--- src/rtl/rr_arb_mux_pkg.sv ---
// Shared helpers for rr_arb_mux: one-hot encoder and round-robin priority mask, both capped at 16 sources.
package rr_arb_mux_pkg;

  localparam int RR_ARB_MUX_MAX_SOURCES = 16;

  // Binary index of the set bit; only the low 'width' bits are considered.
  function automatic logic [3:0] onehot_to_idx(
    input logic [RR_ARB_MUX_MAX_SOURCES-1:0] oh,
    input int                                width
  );
    logic [3:0] idx;
    idx = '0;
    for (int i = 0; i < RR_ARB_MUX_MAX_SOURCES; i++) begin
      if ((i < width) && oh[i]) begin
        idx = idx | 4'(i);
      end
    end
    return idx;
  endfunction

  // Thermometer of bits strictly above the one-hot pointer, within 'width'.
  function automatic logic [RR_ARB_MUX_MAX_SOURCES-1:0] rr_mask(
    input logic [RR_ARB_MUX_MAX_SOURCES-1:0] ptr_oh,
    input int                                width
  );
    logic [RR_ARB_MUX_MAX_SOURCES-1:0] mask;
    logic                              seen;
    mask = '0;
    seen = 1'b0;
    for (int i = 0; i < RR_ARB_MUX_MAX_SOURCES; i++) begin
      if (i < width) begin
        mask[i] = seen;
        seen    = seen | ptr_oh[i];
      end
    end
    return mask;
  endfunction

endpackage

--- src/rtl/rr_arb_mux_arbiter.sv ---
// Round-robin arbiter: combinational one-hot pick starting just above last_grant, wrapping.
// Zero latency; the pointer moves only when advance_i reports an accepted transfer.
module rr_arbiter
  import rr_arb_mux_pkg::*;
#(
  parameter int SOURCE_COUNT = 4
) (
  input  logic                    clk,
  input  logic                    rst,
  input  logic [SOURCE_COUNT-1:0] req_i,
  input  logic                    advance_i,
  output logic [SOURCE_COUNT-1:0] grant_oh_o
);

  localparam logic [SOURCE_COUNT-1:0] LP_PTR_RST = {1'b1, {(SOURCE_COUNT-1){1'b0}}};

  logic [SOURCE_COUNT-1:0] r_last_grant;
  logic [SOURCE_COUNT-1:0] w_mask;
  logic [SOURCE_COUNT-1:0] w_req_masked;
  logic [SOURCE_COUNT-1:0] w_pick_masked;
  logic [SOURCE_COUNT-1:0] w_pick_plain;

  function automatic logic [SOURCE_COUNT-1:0] f_lowest(input logic [SOURCE_COUNT-1:0] v);
    logic [SOURCE_COUNT-1:0] r;
    logic                    found;
    r     = '0;
    found = 1'b0;
    for (int i = 0; i < SOURCE_COUNT; i++) begin
      if (v[i] && !found) begin
        r[i]  = 1'b1;
        found = 1'b1;
      end
    end
    return r;
  endfunction

  assign w_mask        = SOURCE_COUNT'(rr_mask(RR_ARB_MUX_MAX_SOURCES'(r_last_grant), SOURCE_COUNT));
  assign w_req_masked  = req_i & w_mask;
  assign w_pick_masked = f_lowest(w_req_masked);
  assign w_pick_plain  = f_lowest(req_i);

  // Nothing above the pointer requesting means the search wraps to bit 0.
  assign grant_oh_o = (|w_req_masked) ? w_pick_masked : w_pick_plain;

  always_ff @(posedge clk) begin
    if (rst) begin
      r_last_grant <= LP_PTR_RST;
    end else if (advance_i) begin
      r_last_grant <= grant_oh_o;
    end
  end

endmodule

--- src/rtl/rr_arb_mux.sv ---
// N-source round-robin one-hot mux with one registered output stage: 1-cycle latency, full throughput.
// Optional RR_ARB_MUX_PRIO_EN adds prio_i; high-priority requesters are arbitrated first.
module rr_arb_mux
  import rr_arb_mux_pkg::*;
#(
  parameter int SOURCE_COUNT = 4,
  parameter int DATA_WIDTH   = 64,
  parameter int IDX_WIDTH    = $clog2(SOURCE_COUNT)
) (
  input  logic                                   clk,
  input  logic                                   rst,
  input  logic [SOURCE_COUNT-1:0]                valid_i,
  input  logic [SOURCE_COUNT-1:0][DATA_WIDTH-1:0] data_i,
`ifdef RR_ARB_MUX_PRIO_EN
  input  logic [SOURCE_COUNT-1:0]                prio_i,
`endif
  output logic [SOURCE_COUNT-1:0]                ready_o,
  output logic                                   valid_o,
  input  logic                                   ready_i,
  output logic [DATA_WIDTH-1:0]                  data_o,
  output logic [SOURCE_COUNT-1:0]                grant_oh_o,
  output logic [IDX_WIDTH-1:0]                   grant_idx_o
);

  logic                    w_load_en;
  logic                    w_xfer;
  logic [SOURCE_COUNT-1:0] w_req;
  logic [SOURCE_COUNT-1:0] w_win_oh;
  logic [DATA_WIDTH-1:0]   w_sel_data;
  logic [IDX_WIDTH-1:0]    w_win_idx;

  logic                    r_valid;
  logic [DATA_WIDTH-1:0]   r_data;
  logic [SOURCE_COUNT-1:0] r_grant_oh;
  logic [IDX_WIDTH-1:0]    r_grant_idx;

`ifdef RR_ARB_MUX_PRIO_EN
  logic [SOURCE_COUNT-1:0] w_hi_req;
  assign w_hi_req = valid_i & prio_i;
  assign w_req    = (|w_hi_req) ? w_hi_req : valid_i;
`else
  assign w_req = valid_i;
`endif

  rr_arbiter #(
    .SOURCE_COUNT(SOURCE_COUNT)
  ) u_arb (
    .clk       (clk),
    .rst       (rst),
    .req_i     (w_req),
    .advance_i (w_xfer),
    .grant_oh_o(w_win_oh)
  );

  // Drain and refill in the same cycle keeps the stage bubble-free.
  assign w_load_en = ~r_valid | ready_i;
  assign ready_o   = w_win_oh & {SOURCE_COUNT{w_load_en}};
  assign w_xfer    = |ready_o;
  assign w_win_idx = IDX_WIDTH'(onehot_to_idx(RR_ARB_MUX_MAX_SOURCES'(w_win_oh), SOURCE_COUNT));

  always_comb begin
    w_sel_data = '0;
    for (int j = 0; j < SOURCE_COUNT; j++) begin
      w_sel_data = w_sel_data | (data_i[j] & {DATA_WIDTH{w_win_oh[j]}});
    end
  end

  always_ff @(posedge clk) begin
    if (rst) begin
      r_valid     <= 1'b0;
      r_data      <= '0;
      r_grant_oh  <= '0;
      r_grant_idx <= '0;
    end else if (w_load_en) begin
      r_valid <= w_xfer;
      if (w_xfer) begin
        r_data      <= w_sel_data;
        r_grant_oh  <= w_win_oh;
        r_grant_idx <= w_win_idx;
      end
    end
  end

  assign valid_o     = r_valid;
  assign data_o      = r_data;
  assign grant_oh_o  = r_grant_oh;
  assign grant_idx_o = r_grant_idx;

endmodule

--- config.mk ---
export PLATFORM = sky130hd
export DESIGN_NAME = rr_arb_mux
export DESIGN_NICKNAME = d
export VERILOG_FILES = /design/src/rtl/rr_arb_mux_pkg.sv /design/src/rtl/rr_arb_mux_arbiter.sv /design/src/rtl/rr_arb_mux.sv
export SDC_FILE = /design/constraint.sdc
export NUM_CORES = 1
export LEC_CHECK = 0
export CORE_ASPECT_RATIO = 0.5
export CORE_UTILIZATION = 29
export DETAILED_ROUTE_END_ITERATION = 16
export GPL_TIMING_DRIVEN = 0
export MAX_ROUTING_LAYER = met4
export PLACE_DENSITY = 0.89
export SYNTH_ARGS = -nofsm -noshare
export SYNTH_HDL_FRONTEND = slang
export SYNTH_SLANG_ARGS = --single-unit
--- constraint.sdc ---
create_clock -name clk -period 1.8 [get_ports clk]
set_clock_uncertainty 0.2 [all_clocks]
set_input_delay 0.18 -clock clk [delete_from_list [all_inputs] [get_ports clk]]
set_output_delay 0.18 -clock clk [all_outputs]
set_load 0.05 [all_outputs]
* Word-level counts from Yosys, hierarchy flattened
Index checks and enable logic that the tools add are counted.
** Storage, ports and cells
- Bits in writable memories :: 0
- Output and inout port bits :: 75
- Memories kept :: 0
- Memory bits (read-only) :: 0
- Input port bits :: 263
- Latch bits :: 0
- Bits in registers :: 74
** Cells by class
- Shift-type cells :: 0
- Reduce and logical (&&, ||, !) cells :: 15
- Multipliers :: 0
- Bitwise gates (word level) :: 13
- Eq/ne operators :: 0
- Mux-type cells :: 16
- Magnitude comparators :: 0
- Divide/modulo/power cells :: 0
- Add/subtract/negate cells :: 0
** Operator list (number)
- $and A64 B64 Y64 :: 4
- $or A64 B64 Y64 :: 3
- $mux W1 :: 13
- $and A4 B4 Y4 :: 2
- $reduce_or A4 Y1 :: 2
- $logic_and A1 B1 Y1 :: 6
- $logic_not A1 Y1 :: 6
- $mux W2 :: 2
- $mux W4 :: 1
- $or A1 B1 Y1 :: 3
- $reduce_and A2 Y1 :: 1
- $not A1 Y1 :: 1

* Depth between registers and ports, before layout
- Depth after elaboration :: 18
- Depth in mapped cells :: 8

* Modules after synthesis
A second synthesis with hierarchy kept.
** Second synthesis, totals
- Cell total of the unflattened synthesis :: 442
- Area total of the unflattened synthesis :: 4092.7 µm²
** Modules (own cells, without submodules)
- rr_arb_mux :: seq. area each 1421.4 µm², area each 3843.7 µm², instances 1, cells an instance 414
- rr_arbiter :: seq. area each 60.1 µm², area each 249.0 µm², instances 1, cells an instance 28

* Least setup slack after synthesis
OpenSTA, ideal clock, no wires.
- Path kind :: register to output
- Start :: register u_arb.r_last_grant[0]
- End :: output ready_o[3]
- Path buffers :: 3
- Slack :: -0.211 ns
- Arrival :: 1.631 ns
- Cell stages (with the launch flop) :: 7
- Required time :: 1.420 ns
- Cell sequence :: dfxtp_1 > buf_2 > nand2b_1 > a32o_1 > buf_2 > buf_2 > and2_1
** Between the ends
- Word-level cells in the longest chain between the ends :: 11
- Elaborated cells between the ends (all ways) :: 14
** RTL lines
- start: declaration :: RTL line rr_arb_mux_arbiter.sv:17 : logic [SOURCE_COUNT-1:0] r_last_grant;
- start signal: assignment :: RTL line rr_arb_mux_arbiter.sv:49 : r_last_grant <= grant_oh_o;
- $and A4 B4 Y4 (*) :: RTL line rr_arb_mux_arbiter.sv:38 : assign w_req_masked = req_i & w_mask;
- $logic_and A1 B1 Y1 :: RTL line rr_arb_mux_arbiter.sv:29 : if (v[i] && !found) begin
- $mux W1 :: RTL line rr_arb_mux_arbiter.sv:29
- $logic_not A1 Y1 :: RTL line rr_arb_mux_arbiter.sv:29
- $logic_and A1 B1 Y1 :: RTL line rr_arb_mux_arbiter.sv:29
- $mux W1 :: RTL line rr_arb_mux_arbiter.sv:29
- $logic_not A1 Y1 :: RTL line rr_arb_mux_arbiter.sv:29
- $logic_and A1 B1 Y1 :: RTL line rr_arb_mux_arbiter.sv:29
- $mux W1 :: RTL line rr_arb_mux_arbiter.sv:29
- $mux W4 (*) :: RTL line rr_arb_mux_arbiter.sv:43 : assign grant_oh_o = (|w_req_masked) ? w_pick_masked : w_pick_plain;
- $and A4 B4 Y4 (*) :: RTL line rr_arb_mux.sv:57 : assign ready_o = w_win_oh & {SOURCE_COUNT{w_load_en}};
- end: declaration :: RTL line rr_arb_mux.sv:17 : output logic [SOURCE_COUNT-1:0] ready_o,
Mark *: on every way between the ends. The rest lies on a longest branch, timed or not.

* Worst setup path in the final report
- Start :: register u_arb.r_last_grant[2]
- End :: output ready_o[3]
** Between the ends
- Word-level cells in the longest chain between the ends :: 6
- Elaborated cells between the ends (all ways) :: 7
** RTL lines
- $or A1 B1 Y1 (*) :: RTL line rr_arb_mux_pkg.sv:33 : seen = seen | ptr_oh[i];
- $and A4 B4 Y4 (*) :: RTL line rr_arb_mux_arbiter.sv:38
- $logic_and A1 B1 Y1 :: RTL line rr_arb_mux_arbiter.sv:29
- $mux W1 :: RTL line rr_arb_mux_arbiter.sv:29
- $mux W4 (*) :: RTL line rr_arb_mux_arbiter.sv:43
- $and A4 B4 Y4 (*) :: RTL line rr_arb_mux.sv:57
Marks and branches as above.

==> results.md <==
* Synth top area cells: dfxtp_1, o21ai_0, a41oi_1
* Status: finished with violations
* Cell internal pwr at approximately 4.3 mW
* Net Count, Synth at just under 800
* Reg2reg path depth at 7
* Number of synthesized flops with an enable pin at 0
* Grt ovf at 0
* Synth area leader: dfxtp_1
* Top post-synthesis cells by count: o21ai_0, dfxtp_1, a22oi_1, nand2_1, a41oi_1
* Synth Instances at 508
* Diode count at 0
* Slew Limit Fails at 0
* Final core occ at 0.688
* Clk_lat worst skew at around 340 ps
* IO Count at about 340
* Final setup TNS at -15990 ps
* CTS tree: done
* Minimum clock period at 2180 ps
* Power Total at just under 7 mW
* Logic gate share of total power at 0.417
* Min-delay worst type: in2reg
* #FFs+latches synth at 74
* Switching portion of total power at 0.366
* Initial core utilization at 0.305
* Final GP Congestion at 0.967
* Initial antenna violation count at 0
* CP Data Required Time at ~1400 ps
* Via-to-Cell Ratio at between 5 and 6
* Crit share post-route at 1.21
* Initial DRC count at between 600 and 700
* Most common cell in the synthesized netlist: o21ai_0
* Post-route ant nets at 0
* Final Non-Filler Cells at between 1000 and 1500
* Total CTS buffers at 9
* Final setup vio count at 73
* Post-synthesis async set-or-reset flop share at 0
* Die W at between 150 and 200 um
* Synth Flop Type: dfxtp_1
* Final Hold Fails at 0
* CTS H-tree lvls at 3
* Crit path from: u_arb.r_last_grant[2]
* Synthesized area at just under 4000 um^2
* Area fraction of the dominant cell type after synthesis at 0.372
* DR pass1 iterations at 6
* Violations in the final reports: negative setup slack
* Clk slew on worst S/H paths at approximately 70 ps
* Setup crit end kind: primary output
* Sw power at 2.47 mW
* Clock Tree Buf Depth at 2
* Share of cells above drive strength 1 at 0.220
* Syn-to-layout area delta at 125%
* Unrepaired setup endpoints after global routing: yes
* Min-delay src: valid_i[2]
* Post-synthesis area per instance at around 7.8 um^2
* Root buf cell: clkbuf_16
* MaxCap Viol Count at 0
* Final setup margin at -381 ps
* Arrival @ worst endpoint at around 1800 ps
* Die Height at approximately 85 um
* WHS Path Cells at 3
* WL/cell at 23.0 um
* Critical setup path kind: reg2out
* FF-to-FF Start: u_arb.r_last_grant[1]
* Peak supply drop at just over 0.4 mV
* Critical path launch point type: register
* Clock power frac at 0.298
* Routed vias at 6233
* Clock Sink Count at 74
* I/O Buffers at 336
* F_max at 458 MHz
* Worst slew margin at 0.590
* Ys Warns at 0
* Vias in the first global route at between 6000 and 7000
* Drt total wl at about 24 mm
* Hpwl dp at 16.8 mm
* Synth unique cells at 31
* PwrDens at between 700 and 800 nW/um^2
* Leakage at between 3 and 4 nW
* Die area at between 10000 and 15000 um^2
* Reg power frac at 0.285
* Placed inst area at between 7000 and 8000 um^2
* Residual DRC count at 0
* Row cnt at 29
* Tot GR Track Use at 0.339
* Pin slew with the least headroom to its limit at 616 ps
* Placed instance count at roughly 1000
* CORE AREA at 13000 um^2
* Total Nets Final at ~1100
* Sequential fraction of the synthesis area at 0.372
* First-pass GRT wire length at 35.8 mm
* Largest net degree at the start of global routing at 14
* Worst Path Max Fanout at 5
* Cell area after layout at 8960 um^2
## power groups by stage
stage / sequential (mW) / combinational [mW] / clock [mW]
finish: 1.92 / 2.81 / 2.01
CTS: 1.91 / 2.72 / 2.00
detailed placement: 1.95 / 2.44 / 0
floorplan: 2.54 / 0.641 / 0
global route: 1.94 / 2.93 / 2.11
global placement: 1.94 / 2.41 / 0
## final timing paths
kind	end	slack, ps
min reg2reg	grant_idx_o[1]	260
max	ready_o[3]	-380
max reg2reg	data_o[60]	-290
min	valid_o	200
## repair_timing
item	CTS	global route
buffers inserted	18	7
hold buffers	0	0
pin swaps	85	13
setup endpoints to repair	148	76
gates resized for setup	270	33
cloned	7	0
## stage by stage
stage               setup slack, ps  hold WS (ps)
finish                         -381           204
global route                   -451           202
CTS                            -436           147
global placement              -1470           238
floorplan                     -17.7           163
detailed placement            -1490           253
## routing by layer
layer,vias to the layer above,routed length [um],global-route usage
met5,-,0,-
met3,103,1850,0.0583
met1,2992,9710,0.404
met4,0,973,0.138
li1,2735,-,-
met2,403,11800,0.572
## layout make-up
type	instances	area, um^2
clock inverter	6	91.3
multi-input combinational	369	2740
buffer	58	484
tap	170	213
inverter	4	15.0
clock buffer	9	225
sequential	74	1490
timing repair buffer	368	3690
fill	998	4070
## kinds of logic after synthesis
family	Yosys count	synth area share
compound gates	285	0.475
simple gates	84	0.0846
flops	74	0.372
buf+inv	65	0.0686
## critical path: stages (launching register included)
cell and delay (ps):
dfxtp_4 360, buf_4 140, o21a_1 160, a32o_2 240, buf_8 140, buf_8 120, and2_4 150, buf_8 140
## registers in the layout, indices dropped and copies added, names as in the netlist
signal	flops
data_o	64
u_arb.r_last_grant	3
grant_idx_o	2
grant_oh_o	4
valid_o	1
## placed cells by master, fill, tap and decap left out, drive strengths merged, types with 8 or more instances in the layout
cell	count
dfxtp	74
nor2	8
a41oi	64
a21oi	9
clkdlybuf4s50	258
a22oi	67
o21ai	130
clkbuf	54
nand2	67
dlygate4sd2	73
buf	49
Power figures use the tool's default switching activity.
